$ cat config.mk
export PLATFORM = sky130hd
export DESIGN_NAME = rv_lsu_bridge
export DESIGN_NICKNAME = d
export VERILOG_FILES = /design/src/rtl/rv_lsu_bridge.sv
export SDC_FILE = /design/constraint.sdc
export NUM_CORES = 1
export LEC_CHECK = 0
export ABC_AREA = 1
export CAP_MARGIN = 20
export CORE_UTILIZATION = 40
export CTS_CLUSTER_DIAMETER = 30
export CTS_CLUSTER_SIZE = 24
export DETAILED_ROUTE_END_ITERATION = 16
export GPL_ROUTABILITY_DRIVEN = 0
export HOLD_SLACK_MARGIN = 0.02
export PLACE_DENSITY = 0.76
export REMOVE_ABC_BUFFERS = 1
export SYNTH_ARGS = -nofsm -noshare
export SYNTH_HDL_FRONTEND = slang
export SYNTH_SLANG_ARGS = --single-unit
$ cat constraint.sdc
create_clock -name clk -period 2.27 [get_ports clk]
set_input_delay 0.227 -clock clk [delete_from_list [all_inputs] [get_ports clk]]
set_output_delay 0.227 -clock clk [all_outputs]
set_load 0.1 [all_outputs]
$ cat src/rtl/rv_lsu_bridge.sv
// ============================================================================
// Module   : rv_lsu_bridge
// Purpose  : Load/store bridge between the core's data-memory strobes and a
//            valid/ready data bus with wait states. Stalls the core while a
//            transfer is in flight, builds byte enables and lane-replicated
//            store data, and sign/zero-extends load data. Misaligned, illegal
//            and timed-out accesses raise a one-cycle error pulse.
// Ports    : clk, reset_n (sync, active low)
//            core side : data_mem_read, data_mem_write, data_mem_addr,
//                        write_data, store_type, load_type -> stall, read_data
//            errors    : err_valid (pulse), err_code (01 mis, 10 tmo, 11 ill)
//            bus side  : bus_valid, bus_we, bus_addr, bus_be, bus_wdata,
//                        bus_ready, bus_rdata
// Revision : 1.0 - initial release
// ============================================================================
`default_nettype none

module rv_lsu_bridge #(
    parameter int XLEN    = 32,
    parameter int ADDR_W  = 32,
    parameter int TIMEOUT = 16
) (
    input  logic                clk,
    input  logic                reset_n,
    input  logic                data_mem_read,
    input  logic                data_mem_write,
    input  logic [ADDR_W-1:0]   data_mem_addr,
    input  logic [XLEN-1:0]     write_data,
    input  logic [1:0]          store_type,
    input  logic [2:0]          load_type,
    output logic                stall,
    output logic [XLEN-1:0]     read_data,
    output logic                err_valid,
    output logic [1:0]          err_code,
    output logic                bus_valid,
    input  logic                bus_ready,
    output logic                bus_we,
    output logic [ADDR_W-1:0]   bus_addr,
    output logic [XLEN/8-1:0]   bus_be,
    output logic [XLEN-1:0]     bus_wdata,
    input  logic [XLEN-1:0]     bus_rdata
);

    localparam int BE_W  = XLEN / 8;
    localparam int OFF_W = $clog2(BE_W);
    localparam int CNT_W = $clog2(TIMEOUT);

    localparam logic [1:0] S_IDLE = 2'd0;
    localparam logic [1:0] S_REQ  = 2'd1;
    localparam logic [1:0] S_DONE = 2'd2;
    localparam logic [1:0] S_ERR  = 2'd3;

    localparam logic [1:0] C_ERR_MISALIGN = 2'b01;
    localparam logic [1:0] C_ERR_TIMEOUT  = 2'b10;
    localparam logic [1:0] C_ERR_ILLEGAL  = 2'b11;

    localparam logic [CNT_W-1:0] C_WAIT_LAST = CNT_W'(TIMEOUT - 1);

    // ------------------------------------------------------------------------
    // Registered state and outputs
    // ------------------------------------------------------------------------
    logic [1:0]        r_state;
    logic [CNT_W-1:0]  r_wait;
    logic              r_bus_valid;
    logic              r_bus_we;
    logic [ADDR_W-1:0] r_bus_addr;
    logic [BE_W-1:0]   r_bus_be;
    logic [XLEN-1:0]   r_bus_wdata;
    logic [XLEN-1:0]   r_read_data;
    logic              r_err_valid;
    logic [1:0]        r_err_code;
    logic [2:0]        r_load_type;
    logic [OFF_W-1:0]  r_off;

    // ------------------------------------------------------------------------
    // Request classification (evaluated in IDLE)
    // ------------------------------------------------------------------------
    logic              w_req;
    logic              w_xlen32;
    logic [1:0]        w_size_log2;
    logic              w_illegal;
    logic              w_misaligned;
    logic [OFF_W-1:0]  w_off;
    logic [BE_W-1:0]   w_mask;
    logic [BE_W-1:0]   w_be;
    logic [XLEN-1:0]   w_wdata;
    logic [ADDR_W-1:0] w_bus_addr;

    assign w_req    = data_mem_read | data_mem_write;
    assign w_xlen32 = (XLEN == 32);

    // load_type[1:0] already encodes log2(size) for both the signed and the
    // unsigned variants (LBU=100 -> byte, LHU=101 -> half, LWU=110 -> word).
    assign w_size_log2 = (data_mem_write && !data_mem_read) ? store_type
                                                            : load_type[1:0];

    assign w_illegal = (data_mem_read && data_mem_write)
                     || (data_mem_read && (load_type == 3'b111))
                     || (w_xlen32 && data_mem_write && (store_type == 2'b11))
                     || (w_xlen32 && data_mem_read
                         && ((load_type == 3'b011) || (load_type == 3'b110)));

    always_comb begin
        w_misaligned = 1'b0;
        case (w_size_log2)
            2'd0:    w_misaligned = 1'b0;
            2'd1:    w_misaligned = data_mem_addr[0];
            2'd2:    w_misaligned = |data_mem_addr[1:0];
            default: w_misaligned = |data_mem_addr[2:0];
        endcase
    end

    assign w_off      = data_mem_addr[OFF_W-1:0];
    assign w_bus_addr = data_mem_addr & ~ADDR_W'(BE_W - 1);

    always_comb begin
        w_mask  = '1;
        w_wdata = write_data;
        case (w_size_log2)
            2'd0: begin
                w_mask  = BE_W'(1);
                w_wdata = {BE_W{write_data[7:0]}};
            end
            2'd1: begin
                w_mask  = BE_W'(3);
                w_wdata = {(BE_W/2){write_data[15:0]}};
            end
            2'd2: begin
                w_mask  = BE_W'(15);
                w_wdata = {(BE_W/4){write_data[31:0]}};
            end
            default: begin
                w_mask  = '1;
                w_wdata = write_data;
            end
        endcase
    end

    assign w_be = w_mask << w_off;

    // ------------------------------------------------------------------------
    // Load data extraction: move the addressed lane to bit 0, then extend
    // ------------------------------------------------------------------------
    logic [OFF_W+2:0] w_shamt;
    logic [XLEN-1:0]  w_lane;
    logic [XLEN-1:0]  w_load_result;

    assign w_shamt = {r_off, 3'b000};
    assign w_lane  = bus_rdata >> w_shamt;

    always_comb begin
        w_load_result = w_lane;
        case (r_load_type)
            3'b000:  w_load_result = XLEN'($signed(w_lane[7:0]));
            3'b001:  w_load_result = XLEN'($signed(w_lane[15:0]));
            3'b010:  w_load_result = XLEN'($signed(w_lane[31:0]));
            3'b100:  w_load_result = XLEN'(w_lane[7:0]);
            3'b101:  w_load_result = XLEN'(w_lane[15:0]);
            3'b110:  w_load_result = XLEN'(w_lane[31:0]);
            default: w_load_result = w_lane;
        endcase
    end

    // ------------------------------------------------------------------------
    // Control FSM
    // ------------------------------------------------------------------------
    always_ff @(posedge clk) begin
        if (!reset_n) begin
            r_state     <= S_IDLE;
            r_wait      <= '0;
            r_bus_valid <= 1'b0;
            r_bus_we    <= 1'b0;
            r_bus_addr  <= '0;
            r_bus_be    <= '0;
            r_bus_wdata <= '0;
            r_read_data <= '0;
            r_err_valid <= 1'b0;
            r_err_code  <= 2'b00;
            r_load_type <= 3'b000;
            r_off       <= '0;
        end else begin
            // err_valid is a single-cycle pulse; only the ERR entry raises it
            r_err_valid <= 1'b0;
            case (r_state)
                S_IDLE: begin
                    if (w_req) begin
                        if (w_illegal) begin
                            r_state     <= S_ERR;
                            r_err_valid <= 1'b1;
                            r_err_code  <= C_ERR_ILLEGAL;
                        end else if (w_misaligned) begin
                            r_state     <= S_ERR;
                            r_err_valid <= 1'b1;
                            r_err_code  <= C_ERR_MISALIGN;
                        end else begin
                            r_state     <= S_REQ;
                            r_wait      <= '0;
                            r_bus_valid <= 1'b1;
                            r_bus_we    <= data_mem_write;
                            r_bus_addr  <= w_bus_addr;
                            r_bus_be    <= w_be;
                            r_bus_wdata <= w_wdata;
                            r_load_type <= load_type;
                            r_off       <= w_off;
                        end
                    end
                end
                S_REQ: begin
                    // ready is checked first so it wins in the final wait cycle
                    if (bus_ready) begin
                        r_bus_valid <= 1'b0;
                        r_state     <= S_DONE;
                        if (!r_bus_we) begin
                            r_read_data <= w_load_result;
                        end
                    end else if (r_wait == C_WAIT_LAST) begin
                        r_bus_valid <= 1'b0;
                        r_state     <= S_ERR;
                        r_err_valid <= 1'b1;
                        r_err_code  <= C_ERR_TIMEOUT;
                    end else begin
                        r_wait <= r_wait + 1'b1;
                    end
                end
                S_DONE:  r_state <= S_IDLE;
                S_ERR:   r_state <= S_IDLE;
                default: r_state <= S_IDLE;
            endcase
        end
    end

    // DONE and ERR deliberately do not stall: the core retires (or traps) in
    // that cycle while the request strobes may still be visible.
    assign stall = reset_n & (((r_state == S_IDLE) & w_req) | (r_state == S_REQ));

    assign read_data = r_read_data;
    assign err_valid = r_err_valid;
    assign err_code  = r_err_code;
    assign bus_valid = r_bus_valid;
    assign bus_we    = r_bus_we;
    assign bus_addr  = r_bus_addr;
    assign bus_be    = r_bus_be;
    assign bus_wdata = r_bus_wdata;

endmodule

`default_nettype wire

==> results of run 1 <==
[placed cells by master, fill, tap and decap left out, types with 4 or more instances in the layout]
| cell type | instances |
|---|---|
| nor2_1 | 205 |
| buf_4 | 124 |
| o21ai_0 | 119 |
| nand2_1 | 118 |
| dfxtp_1 | 113 |
| clkdlybuf4s50_1 | 104 |
| inv_1 | 66 |
| a21oi_1 | 23 |
| clkbuf_16 | 17 |
| nand3_1 | 14 |
| o211ai_1 | 13 |
| mux2i_1 | 7 |
| a211oi_1 | 7 |
| o221a_2 | 7 |
| inv_2 | 4 |
| nand4_1 | 4 |
| clkinv_2 | 4 |
| bufinv_16 | 4 |
[where the power goes]
group          switching [uW]  leakage (uW)  internal, uW  total [uW]
Clock                     931      0.000304          1890        2820
Combinational            2120       0.00254           710        2830
Sequential                127      0.000933          2230        2350
Total                    3180       0.00378          4820        8000
[critical path: cells and delay by family]
| kind | cells | cell delay (ns) |
|---|---|---|
| buf+inv | 3 | 0.93 |
| simple gates | 2 | 0.35 |
| compound gates | 1 | 0.26 |
[cell families (layout without fill, tap and decap cells)]
| group | count (synthesis) | count (layout) |
|---|---|---|
| adder cells (fa/ha/maj) | 1 | 1 |
| XOR/XNOR | 1 | 1 |
| AND/OR/NAND/NOR | 350 | 350 |
| flip-flops | 114 | 114 |
| multiplexers | 7 | 7 |
| AO/OA/AOI/OAI | 172 | 172 |
| other | 1 | 2 |
| buffers and inverters | 117 | 335 |
[how the worst max path moves through the flow]
stage                          start                         end  slack [ns]  cells after the start
4_1_cts        r_off[0]$_SDFFE_PN0P_  read_data[20]$_SDFFE_PN0P_        0.23                     12
3_3_place_gp          data_mem_write         bus_we$_SDFFE_PN0P_        0.16                     10
3_5_place_dp          data_mem_write         bus_we$_SDFFE_PN0P_         0.1                     10
2_1_floorplan          data_mem_read   bus_addr[10]$_SDFFE_PN0P_       -0.88                     10
5_1_grt        r_off[0]$_SDFFE_PN0P_  read_data[27]$_SDFFE_PN0P_        0.09                     12
6_report              data_mem_write                       stall        0.27                      6
[area by class of cell]
class | count | area, sq um | area share, %
clock buffers | 22 | 464 | 5.90
clock inverters | 10 | 156 | 1.99
multi-input cells | 533 | 2440 | 31.0
flip-flops and latches | 114 | 2280 | 29.0
well taps | 172 | 215 | 2.74
inverters | 71 | 270 | 3.44
repair buffers | 232 | 2040 | 25.9
[state kept, by name, indices dropped and copies added, names as in the netlist]
name,cells
bus_valid,1
bus_addr,30
err_code,2
err_valid,1
r_state,2
bus_we,1
r_load_type,3
bus_be,4
read_data,32
bus_wdata,32
r_off,2
r_wait,4
[repair_timing]
item | 4_1_cts | 5_1_grt
buffers inserted | 0 | 3
gates resized for setup | 0 | 2
endpoints found under the setup margin | 0 | 6
[metrics by stage]
stage	power, uW	std cells	hold WS [ns]
final	8000	1154	0.176
after global routing	8330	1154	0.177
after CTS	8040	1151	0.164
after detailed placement	5200	1119	0.456
after global placement	5190	1119	0.443
after floorplan	4400	718	0.325
[per-layer routing]
layer  wire length (um)  share of wire, %
met5                  0                 0
met1               6840                44
met3               1240               7.9
met4                190               1.2
met2               7380                47
==> results.cfg, run 1 <==
[run_status]
outcome = finished, final reports clean

[floorplan]
die_x_um = 116
die_y_um = 116
start_util_pct = 41.0
dieArea_sq_um = 13500
boundaryPins = 212
rows = 41
core_sq_um = 12700

[timing]
finalCriticalPeriod_ns = 2.00
rsz0062_at_grt = no
fin_crit_sh_pct = 88.0
maxSlewHeadroom_pct = 60.2
drv_slew = 0
worst_pin_slew_ns = 0.595
setup_slack_ns = 0.273
fmax_ghz = 0.501
fin_skew_ns = 0.00574
fin_setup_tns_ns = 0
setup-violations-final = 0
finalHoldViolations = 0

[placement]
dp_hpwl_mm = 10.7
pre_cts_ws_ns = 0.0995
postPlaceCellArea_sq_um = 7220
io_buffers = 209

[pwr]
leakagePower_uw = 0.00378
power.density_nw_per_um2 = 1020
vdd_drop_max_mv = 0.810

[min_path]
min_path_cells = 3
hold_start = reset_n
worstHoldEndpoint = bus_wdata[21]$_SDFFE_PN0P_
hp-class = input port to register

[synth]
synth_mux_area_share_pct = 1.35
ys_warn_count = 0
synth_cells = 763
yosys.area_share.simple_pct = 26.2
synth-edff-count = 0
syn_area_per_cell_sq_um = 6.82
synth_area_leaders = dfxtp_1 (44%), nor2_1 (15%), o21ai_0 (11%)
post-synth-top-count-cell = nor2_1
synthArstFlopShare_pct = 0
synth-seq-cells = 114
synth_common_cells = nor2_1 (206), o21ai_0 (119), nand2_1 (118), dfxtp_1 (114), inv_1 (67)
synth-xor-area-share_pct = 0.168
netlist_area_sq_um = 5200
synthAdderAreaFrac_pct = 0.241
synth_flop_cell = dfxtp_1
synth_top_family_by_area = simple AND/OR/NAND/NOR gates
synth-compound-area-share_pct = 18.6
synth_seq_area_share_pct = 43.9
synth_top_area_share_pct = 43.9
ys_types = 30
yosys.area.top_type = dfxtp_1

[finish]
utilization_pct = 62.1
fillers = 1181
nets = 1076
syn_to_final_growth_pct = 51.3
antenna_cells = 0
design_area_sq_um = 7870
drive_gt1_share_pct = 18.1

[drt]
post_drt_wl_per_cell_um = 13.6
dr.pass1.iters = 5
drc_errors = 0
routed_wl_mm = 15.7
ant_nets = 0
vias = 5451
vias_per_cell = 4.72
drt-initial-drc-count = 362

[setup_path]
timing.rr.end = read_data[20]$_SDFFE_PN0P_
start_kind = input port
rr_worst_depth = 12
r2r_slack_ns = 0.35
critical_path_class = input port to output pin
r2r-start = r_off[0]$_SDFFE_PN0P_
max_stage_delay_ns = 0.56
crit_path_max_fanout = 5
crit_slowest_cell = clkdlybuf4s50_1
cp-end-kind = output pin
cp.arrival_ns = 1.77
path_cells = clkdlybuf4s50_1, nor2_1, nor3_1, inv_1, a21oi_1, buf_12
required_ns = 2.04

[global_route]
grt_start_max_net_pins = 74
antenna_found_initial = 0
met2_usage_pct = 38.9
grt_pass1_vias = 5079
grt-ovfl-total = 0
grtUsageTotal_pct = 23.7
grt_pass1_wl_mm = 24.6
busiest_layer = met2
met1_usage_pct = 28.9
grt_use_met3_pct = 8.47

[clock_tree]
cts_root_buffer = clkbuf_16
cts_inserted_buffers = 17
cts_tree = built
worstSkewPairLatency_ns = 0.41
clkTransAtPathRegs_ns = 0.05
clock-sinks = 114
cts_max_path_buffers = 2
htree_levels = 4
cts-hold-fix-buffers = 0

[job]
drv_cap = 0
No activity file was read; power rests on OpenSTA's default activity.
==> inputs of run 2 (changes only) <==
SKIP_LAST_GASP = 1   (was not set)
==> results of run 2 <==
Same layout as run 1: the final DEF is identical, and so are final timing and power.
